$ cat src/rtl/io_handshake_responder_if.sv
// Handshake bundle between Control/IOmodule and the IO responder.
//   master : the request side (Control, buttons, switches, MemOut)
//   slave  : the responder (io_handshake_responder)
// Signals:
//   is_input / is_output : level requests from Control
//   sw                   : switch bank, MSB is the sign switch
//   confirmation         : debounced confirm button (active-high level)
//   continue_btn         : debounced continue button (active-high level);
//                          "continue" is a reserved word, hence the suffix
//   MemOut               : word to show on output requests
//   IData                : captured input word to the load path
//   display_value        : latched output word for the display
//   io_done              : request served (held until the request drops)
//   busy                 : responder is waiting or acknowledging
//   timed_out            : last request ended by timeout (sticky)
interface io_handshake_responder_if #(
  parameter int DATA_WIDTH = 32,
  parameter int IO_WIDTH   = 16
);
  logic                  is_input;
  logic                  is_output;
  logic [IO_WIDTH:0]     sw;
  logic                  confirmation;
  logic                  continue_btn;
  logic [DATA_WIDTH-1:0] MemOut;
  logic [DATA_WIDTH-1:0] IData;
  logic [DATA_WIDTH-1:0] display_value;
  logic                  io_done;
  logic                  busy;
  logic                  timed_out;

  modport master (
    output is_input, is_output, sw, confirmation, continue_btn, MemOut,
    input  IData, display_value, io_done, busy, timed_out
  );

  modport slave (
    input  is_input, is_output, sw, confirmation, continue_btn, MemOut,
    output IData, display_value, io_done, busy, timed_out
  );
endinterface

$ cat src/rtl/io_handshake_responder.sv
// Device-side responder for the processor's IO request handshake.
// Control raises is_input or is_output and stalls; this block serves it:
//   input  : waits for a fresh confirmation press, captures the switches
//            (sign-extended) into IData
//   output : latches MemOut into display_value, waits for a fresh continue
//            press
// Completion is signalled with io_done, held until Control drops the request.
//
// Ports:
//   fast_clock : sole clock, rising edge
//   reset      : asynchronous, active-low
//   bus        : io_handshake_responder_if.slave (requests, buttons,
//                switches, MemOut in; IData, display_value, io_done, busy,
//                timed_out out)
//
// Optional feature, macro IO_TIMEOUT_EN: a wait that sees no button edge for
// TIMEOUT_CYCLES cycles is completed anyway (IData cleared on input waits)
// and timed_out is set. Without the macro waits are unbounded and timed_out
// is tied low.
module io_handshake_responder #(
  parameter int DATA_WIDTH     = 32,
  parameter int IO_WIDTH       = 16,
  parameter int TIMEOUT_CYCLES = 50000000
) (
  input  logic                   fast_clock,
  input  logic                   reset,
  io_handshake_responder_if.slave bus
);

  typedef enum logic [1:0] {
    IDLE     = 2'd0,
    WAIT_IN  = 2'd1,
    WAIT_OUT = 2'd2,
    ACK      = 2'd3
  } state_t;

  state_t                state_q;
  logic [DATA_WIDTH-1:0] idata_q;
  logic [DATA_WIDTH-1:0] disp_q;
  logic                  done_q;
  logic                  busy_q;
  logic                  conf_q;
  logic                  cont_q;

  logic                  conf_rise;
  logic                  cont_rise;
  logic                  rd_req;
  logic                  wr_req;
  logic                  any_req;
  logic [DATA_WIDTH-1:0] sw_ext;

  // A button already held when a wait starts must not complete it, so only
  // rising edges count.
  assign conf_rise = bus.confirmation & ~conf_q;
  assign cont_rise = bus.continue_btn & ~cont_q;

  // Conflicting requests (both high) decode as no request.
  assign rd_req  = bus.is_input  & ~bus.is_output;
  assign wr_req  = bus.is_output & ~bus.is_input;
  assign any_req = bus.is_input  |  bus.is_output;

  // The sign switch fills every bit above the switch bank.
  assign sw_ext = {{(DATA_WIDTH-IO_WIDTH-1){bus.sw[IO_WIDTH]}}, bus.sw};

`ifdef IO_TIMEOUT_EN
  localparam logic [31:0] TMO_LAST = 32'(TIMEOUT_CYCLES - 1);

  logic [31:0] wait_cnt_q;
  logic        tmo_q;
`else
  // The timeout length only matters when the timeout logic is built in.
  logic unused_tmo;
  assign unused_tmo = ^32'(TIMEOUT_CYCLES);
`endif

  always_ff @(posedge fast_clock or negedge reset) begin
    if (!reset) begin
      state_q    <= IDLE;
      idata_q    <= '0;
      disp_q     <= '0;
      done_q     <= 1'b0;
      busy_q     <= 1'b0;
      conf_q     <= 1'b0;
      cont_q     <= 1'b0;
`ifdef IO_TIMEOUT_EN
      wait_cnt_q <= '0;
      tmo_q      <= 1'b0;
`endif
    end else begin
      conf_q <= bus.confirmation;
      cont_q <= bus.continue_btn;

      unique case (state_q)
        IDLE: begin
          if (rd_req) begin
            state_q    <= WAIT_IN;
            busy_q     <= 1'b1;
`ifdef IO_TIMEOUT_EN
            wait_cnt_q <= '0;
`endif
          end else if (wr_req) begin
            // Display word is taken on the accepting edge itself.
            disp_q     <= bus.MemOut;
            state_q    <= WAIT_OUT;
            busy_q     <= 1'b1;
`ifdef IO_TIMEOUT_EN
            wait_cnt_q <= '0;
`endif
          end
        end

        WAIT_IN: begin
          if (!rd_req) begin
            // Request withdrawn: leave without touching IData or io_done.
            state_q <= IDLE;
            busy_q  <= 1'b0;
          end else if (conf_rise) begin
            idata_q <= sw_ext;
            state_q <= ACK;
            done_q  <= 1'b1;
`ifdef IO_TIMEOUT_EN
            tmo_q   <= 1'b0;
          end else if (wait_cnt_q == TMO_LAST) begin
            idata_q <= '0;
            state_q <= ACK;
            done_q  <= 1'b1;
            tmo_q   <= 1'b1;
          end else begin
            wait_cnt_q <= wait_cnt_q + 32'd1;
`endif
          end
        end

        WAIT_OUT: begin
          if (!wr_req) begin
            state_q <= IDLE;
            busy_q  <= 1'b0;
          end else if (cont_rise) begin
            state_q <= ACK;
            done_q  <= 1'b1;
`ifdef IO_TIMEOUT_EN
            tmo_q   <= 1'b0;
          end else if (wait_cnt_q == TMO_LAST) begin
            state_q <= ACK;
            done_q  <= 1'b1;
            tmo_q   <= 1'b1;
          end else begin
            wait_cnt_q <= wait_cnt_q + 32'd1;
`endif
          end
        end

        ACK: begin
          // Hold the acknowledge until Control has dropped both requests,
          // so a request that changes type here is not served twice.
          if (!any_req) begin
            state_q <= IDLE;
            done_q  <= 1'b0;
            busy_q  <= 1'b0;
          end
        end

        default: begin
          state_q <= IDLE;
          done_q  <= 1'b0;
          busy_q  <= 1'b0;
        end
      endcase
    end
  end

  assign bus.IData         = idata_q;
  assign bus.display_value = disp_q;
  assign bus.io_done       = done_q;
  assign bus.busy          = busy_q;
`ifdef IO_TIMEOUT_EN
  assign bus.timed_out     = tmo_q;
`else
  assign bus.timed_out     = 1'b0;
`endif

endmodule

$ cat src/flat_wrapper.sv
// flat-port wrapper written by rule: the top's interface ports become plain ports
module io_handshake_responder_flat 
#(
  parameter int DATA_WIDTH     = 32,
  parameter int IO_WIDTH       = 16,
  parameter int TIMEOUT_CYCLES = 50000000
)
  (fast_clock, reset, bus_is_input, bus_is_output, bus_sw, bus_confirmation, bus_continue_btn, bus_MemOut, bus_IData, bus_display_value, bus_io_done, bus_busy, bus_timed_out);
  io_handshake_responder_if #(.DATA_WIDTH(DATA_WIDTH), .IO_WIDTH(IO_WIDTH)) bus_i ();
  input  logic fast_clock;
  input  logic reset;
  input wire logic [$bits(bus_i.is_input)-1:0] bus_is_input;
  input wire logic [$bits(bus_i.is_output)-1:0] bus_is_output;
  input wire logic [$bits(bus_i.sw)-1:0] bus_sw;
  input wire logic [$bits(bus_i.confirmation)-1:0] bus_confirmation;
  input wire logic [$bits(bus_i.continue_btn)-1:0] bus_continue_btn;
  input wire logic [$bits(bus_i.MemOut)-1:0] bus_MemOut;
  output wire logic [$bits(bus_i.IData)-1:0] bus_IData;
  output wire logic [$bits(bus_i.display_value)-1:0] bus_display_value;
  output wire logic [$bits(bus_i.io_done)-1:0] bus_io_done;
  output wire logic [$bits(bus_i.busy)-1:0] bus_busy;
  output wire logic [$bits(bus_i.timed_out)-1:0] bus_timed_out;
  assign bus_i.is_input = bus_is_input;
  assign bus_i.is_output = bus_is_output;
  assign bus_i.sw = bus_sw;
  assign bus_i.confirmation = bus_confirmation;
  assign bus_i.continue_btn = bus_continue_btn;
  assign bus_i.MemOut = bus_MemOut;
  assign bus_IData = bus_i.IData;
  assign bus_display_value = bus_i.display_value;
  assign bus_io_done = bus_i.io_done;
  assign bus_busy = bus_i.busy;
  assign bus_timed_out = bus_i.timed_out;
  io_handshake_responder #(.DATA_WIDTH(DATA_WIDTH), .IO_WIDTH(IO_WIDTH), .TIMEOUT_CYCLES(TIMEOUT_CYCLES)) u_core (.fast_clock(fast_clock), .reset(reset), .bus(bus_i));
endmodule
$ cat config.mk
export PLATFORM = sky130hd
export DESIGN_NAME = io_handshake_responder_flat
export DESIGN_NICKNAME = d
export VERILOG_FILES = /design/src/rtl/io_handshake_responder_if.sv /design/src/rtl/io_handshake_responder.sv /design/src/flat_wrapper.sv
export SDC_FILE = /design/constraint.sdc
export NUM_CORES = 1
export LEC_CHECK = 0
export CAP_MARGIN = 30
export CORE_ASPECT_RATIO = 0.5
export CORE_MARGIN = 10
export CORE_UTILIZATION = 44
export CTS_BUF_LIST = sky130_fd_sc_hd__clkbuf_8
export CTS_CLUSTER_DIAMETER = 60
export DETAILED_ROUTE_END_ITERATION = 12
export PLACE_DENSITY = 0.88
export SYNTH_ARGS = -nofsm -noshare
export SYNTH_HDL_FRONTEND = slang
export SYNTH_SLANG_ARGS = --single-unit
$ cat constraint.sdc
create_clock -name fast_clock -period 4.2 [get_ports fast_clock]
set_clock_uncertainty 0.2 [all_clocks]
set_input_delay 0.63 -clock fast_clock [delete_from_list [all_inputs] [get_ports fast_clock]]
set_output_delay 0.63 -clock fast_clock [all_outputs]
set_load 0.01 [all_outputs]
==> flow_summary.yaml <==
cts:
  clock_latency_ps: 300
  cts_tree: "yes"
  htree_levels: 2
  cts_buffers: 5
  root_buffer: "clkbuf_8"
  clk_path_buf_depth: 2
  post_cts_buffers: 0
  hold_buffers: 0
  cts_resized: 0
  cts.sinks: 55
  cts.clk_slew.worst_paths_ps: 110
cells_and_area:
  final_cell_mix: "clkdlybuf4s50_1 (119), dfrtp_1 (55), mux2_2 (40), mux2_4 (9), clkbuf_8 (5)"
  final_nets: 315
  final_common_cell: "clkdlybuf4s50_1"
  syn_to_final_growth_pct: 53.5
  drive_gt1_share_pct: 24.5
  n_antenna_cell: 0
routing:
  dr.pass1.iters: 4
  viasPerCell: 4.62
  vias: 1530
  detail_route.iter0.violations: 36
  wl_per_cell_um: 18.8
  antenna_left: 0
  drc_errors: 0
  wl_mm: 6.22
critical_path:
  required_ps: 3370
  slowest_stage: "clkdlybuf4s50_1"
  crit_buf_inv: 1
  end_kind: "output pin"
  cpPeakStageDelay_ps: 630
  cp_top_family: "buffers and inverters"
  start_kind: "register"
  critPathKind: "register to output pin"
  path_cells: "clkdlybuf4s50_1"
  arrival_ps: 1540
  cp_max_fo: 17
sta:
  min_period_ps: 2370
  slew_headroom_pct: 55.3
  rsz0062_at_grt: "no"
  period_share_pct: 56.4
  tightest_slew_ps: 670
  final_hold_viol_count: 0
  tns_ps: 0
  slew_viol_final: 0
  timing.fmax_mhz: 422
  holdWs_ps: 243
  setup_viol: 0
global_route:
  grt_max_degree: 56
  grt-ovfl-total: 0
  track_usage_pct: 13.7
  first_global_vias: 1638
  antenna_found_initial: 0
  grt_pass1_wl_mm: 9.43
logic_synthesis:
  yosysSeqAreaShare_pct: 59.1
  synth_area_um2: 2330
  synthCells: 153
  synth_seq_cells: 55
  synth_nets: 208
  ys.warnings.count: 0
  post_synth.cell_area_avg_um2: 15.2
  ys_types: 23
job:
  maxCapViolations: 0
floorplan:
  core-area_um2: 5020
  pin_count: 122
  core.rowCount: 18
  dieArea_um2: 8770
  start_util_pct: 46.3
  die_height_um: 71.4
  die_x_um: 123
power_and_ir_drop:
  total_power_mw: 1.83
  ir_worst_vdd_mv: 0.272
  power_density_nw_per_um2: 512
  p_leak_nw: 1.51
min_path:
  holdCritPathClass: "input port to async pin"
placed_design:
  hpwl_mm: 4.88
  gp_congestion: 0.703
  port_buffers: 120
run_status:
  status: "completed"
-- power by group --
part / leakage (nW) / switching [mW] / internal [mW] / total (mW)
combinational: 0.782 / 0.248 / 0.462 / 0.710
sequential: 0.668 / 0.0904 / 0.669 / 0.759
clock: 0.0587 / 0.179 / 0.181 / 0.360
-- metrics by stage --
stage	setup slack [ps]	utilization, %	cells	area (um2)
finish	1830	71.1	331	3570
detailed placement	1610	68.8	323	3460
floorplan	2390	-	153	2330
CTS	1790	71.1	331	3570
global placement	1660	68.8	323	3460
global route	1710	71.1	331	3570
-- sequential cells by signal, summed over array words and instances (netlist names) --
name                      flops
u_core.bus.io_done            1
u_core.bus.busy               1
u_core.state_q                2
u_core.bus.IData             17
u_core.bus.display_value     32
u_core.conf_q                 1
u_core.cont_q                 1
-- cell families (layout without fill, tap and decap cells) --
logic type      count (synthesis)  in the layout  synth area share [%]
compound gates                 11             11                  2.74
buf+inv                        24            132                  7.63
flops                          55             55                  59.1
mux                            49             49                  25.2
other cells                     1              1                 0.161
simple gates                   13             13                  5.16
-- path summary, 6_finish.rpt --
check / depth (start not counted) / to / slack (ps) / start
worst min-delay path: 2 / u_core.bus.display_value[21]$_DFFE_PN0P_ / 240 / reset
worst max-delay path: 1 / bus_IData[20] / 1830 / u_core.bus.IData[16]$_DFFE_PN0P_
min in group fast_clock: 1 / u_core.bus.IData[15]$_DFFE_PN0P_ / 310 / u_core.bus.IData[15]$_DFFE_PN0P_
worst max register to register: 3 / u_core.bus.display_value[31]$_DFFE_PN0P_ / 2320 / u_core.state_q[1]$_DFFE_PN0P_
max in group asynchronous: 2 / u_core.bus.IData[3]$_DFFE_PN0P_ / 3120 / reset
worst min register to register: 1 / u_core.bus.IData[15]$_DFFE_PN0P_ / 310 / u_core.bus.IData[15]$_DFFE_PN0P_
-- synth_stat cells --
master	number	area share, %
mux2_2	40	19
nand4_4	1	0.91
o22ai_1	2	0.54
dfrtp_1	55	59
buf_2	1	0.21
nand2b_1	2	0.54
nand2b_4	1	0.59
nor2b_4	1	0.59
mux2_4	9	5.8
buf_4	19	6.1
nor3b_1	2	0.64
nor3_4	1	0.70
a21oi_1	4	0.86
o211ai_1	1	0.32
nor2b_1	2	0.54
nand2_1	1	0.16
nand3b_1	1	0.32
o21ai_0	3	0.64
o2111ai_1	1	0.38
nor2_1	1	0.16
conb_1	1	0.16
inv_1	2	0.32
buf_6	2	0.97
-- cell type report --
type                            count  area [um2]
Inverter                            2        7.51
Timing Repair Buffer              122        1210
Clock buffer                        5        68.8
Fill cell                         306        1450
Multi-Input combinational cell     74         773
Clock inverter                      3        47.5
Sequential cell                    55        1380
Tap cell                           70        87.6
-- worst reg2reg max path, stage by stage (launching register included) --
cell	delay [ps]
dfrtp_1	550
nor3_4	230
buf_4	390
mux2_2	410
-- routing by layer --
metal / vias to the layer above / global-route usage [%] / routed length [um]
met5: - / 0 / 0
met4: 0 / 3.12 / 34
met3: 2 / 4.46 / 444
met2: 38 / 27.0 / 3600
met1: 765 / 13.5 / 2140
li1: 725 / - / -
(Power assumes the default switching activity.)
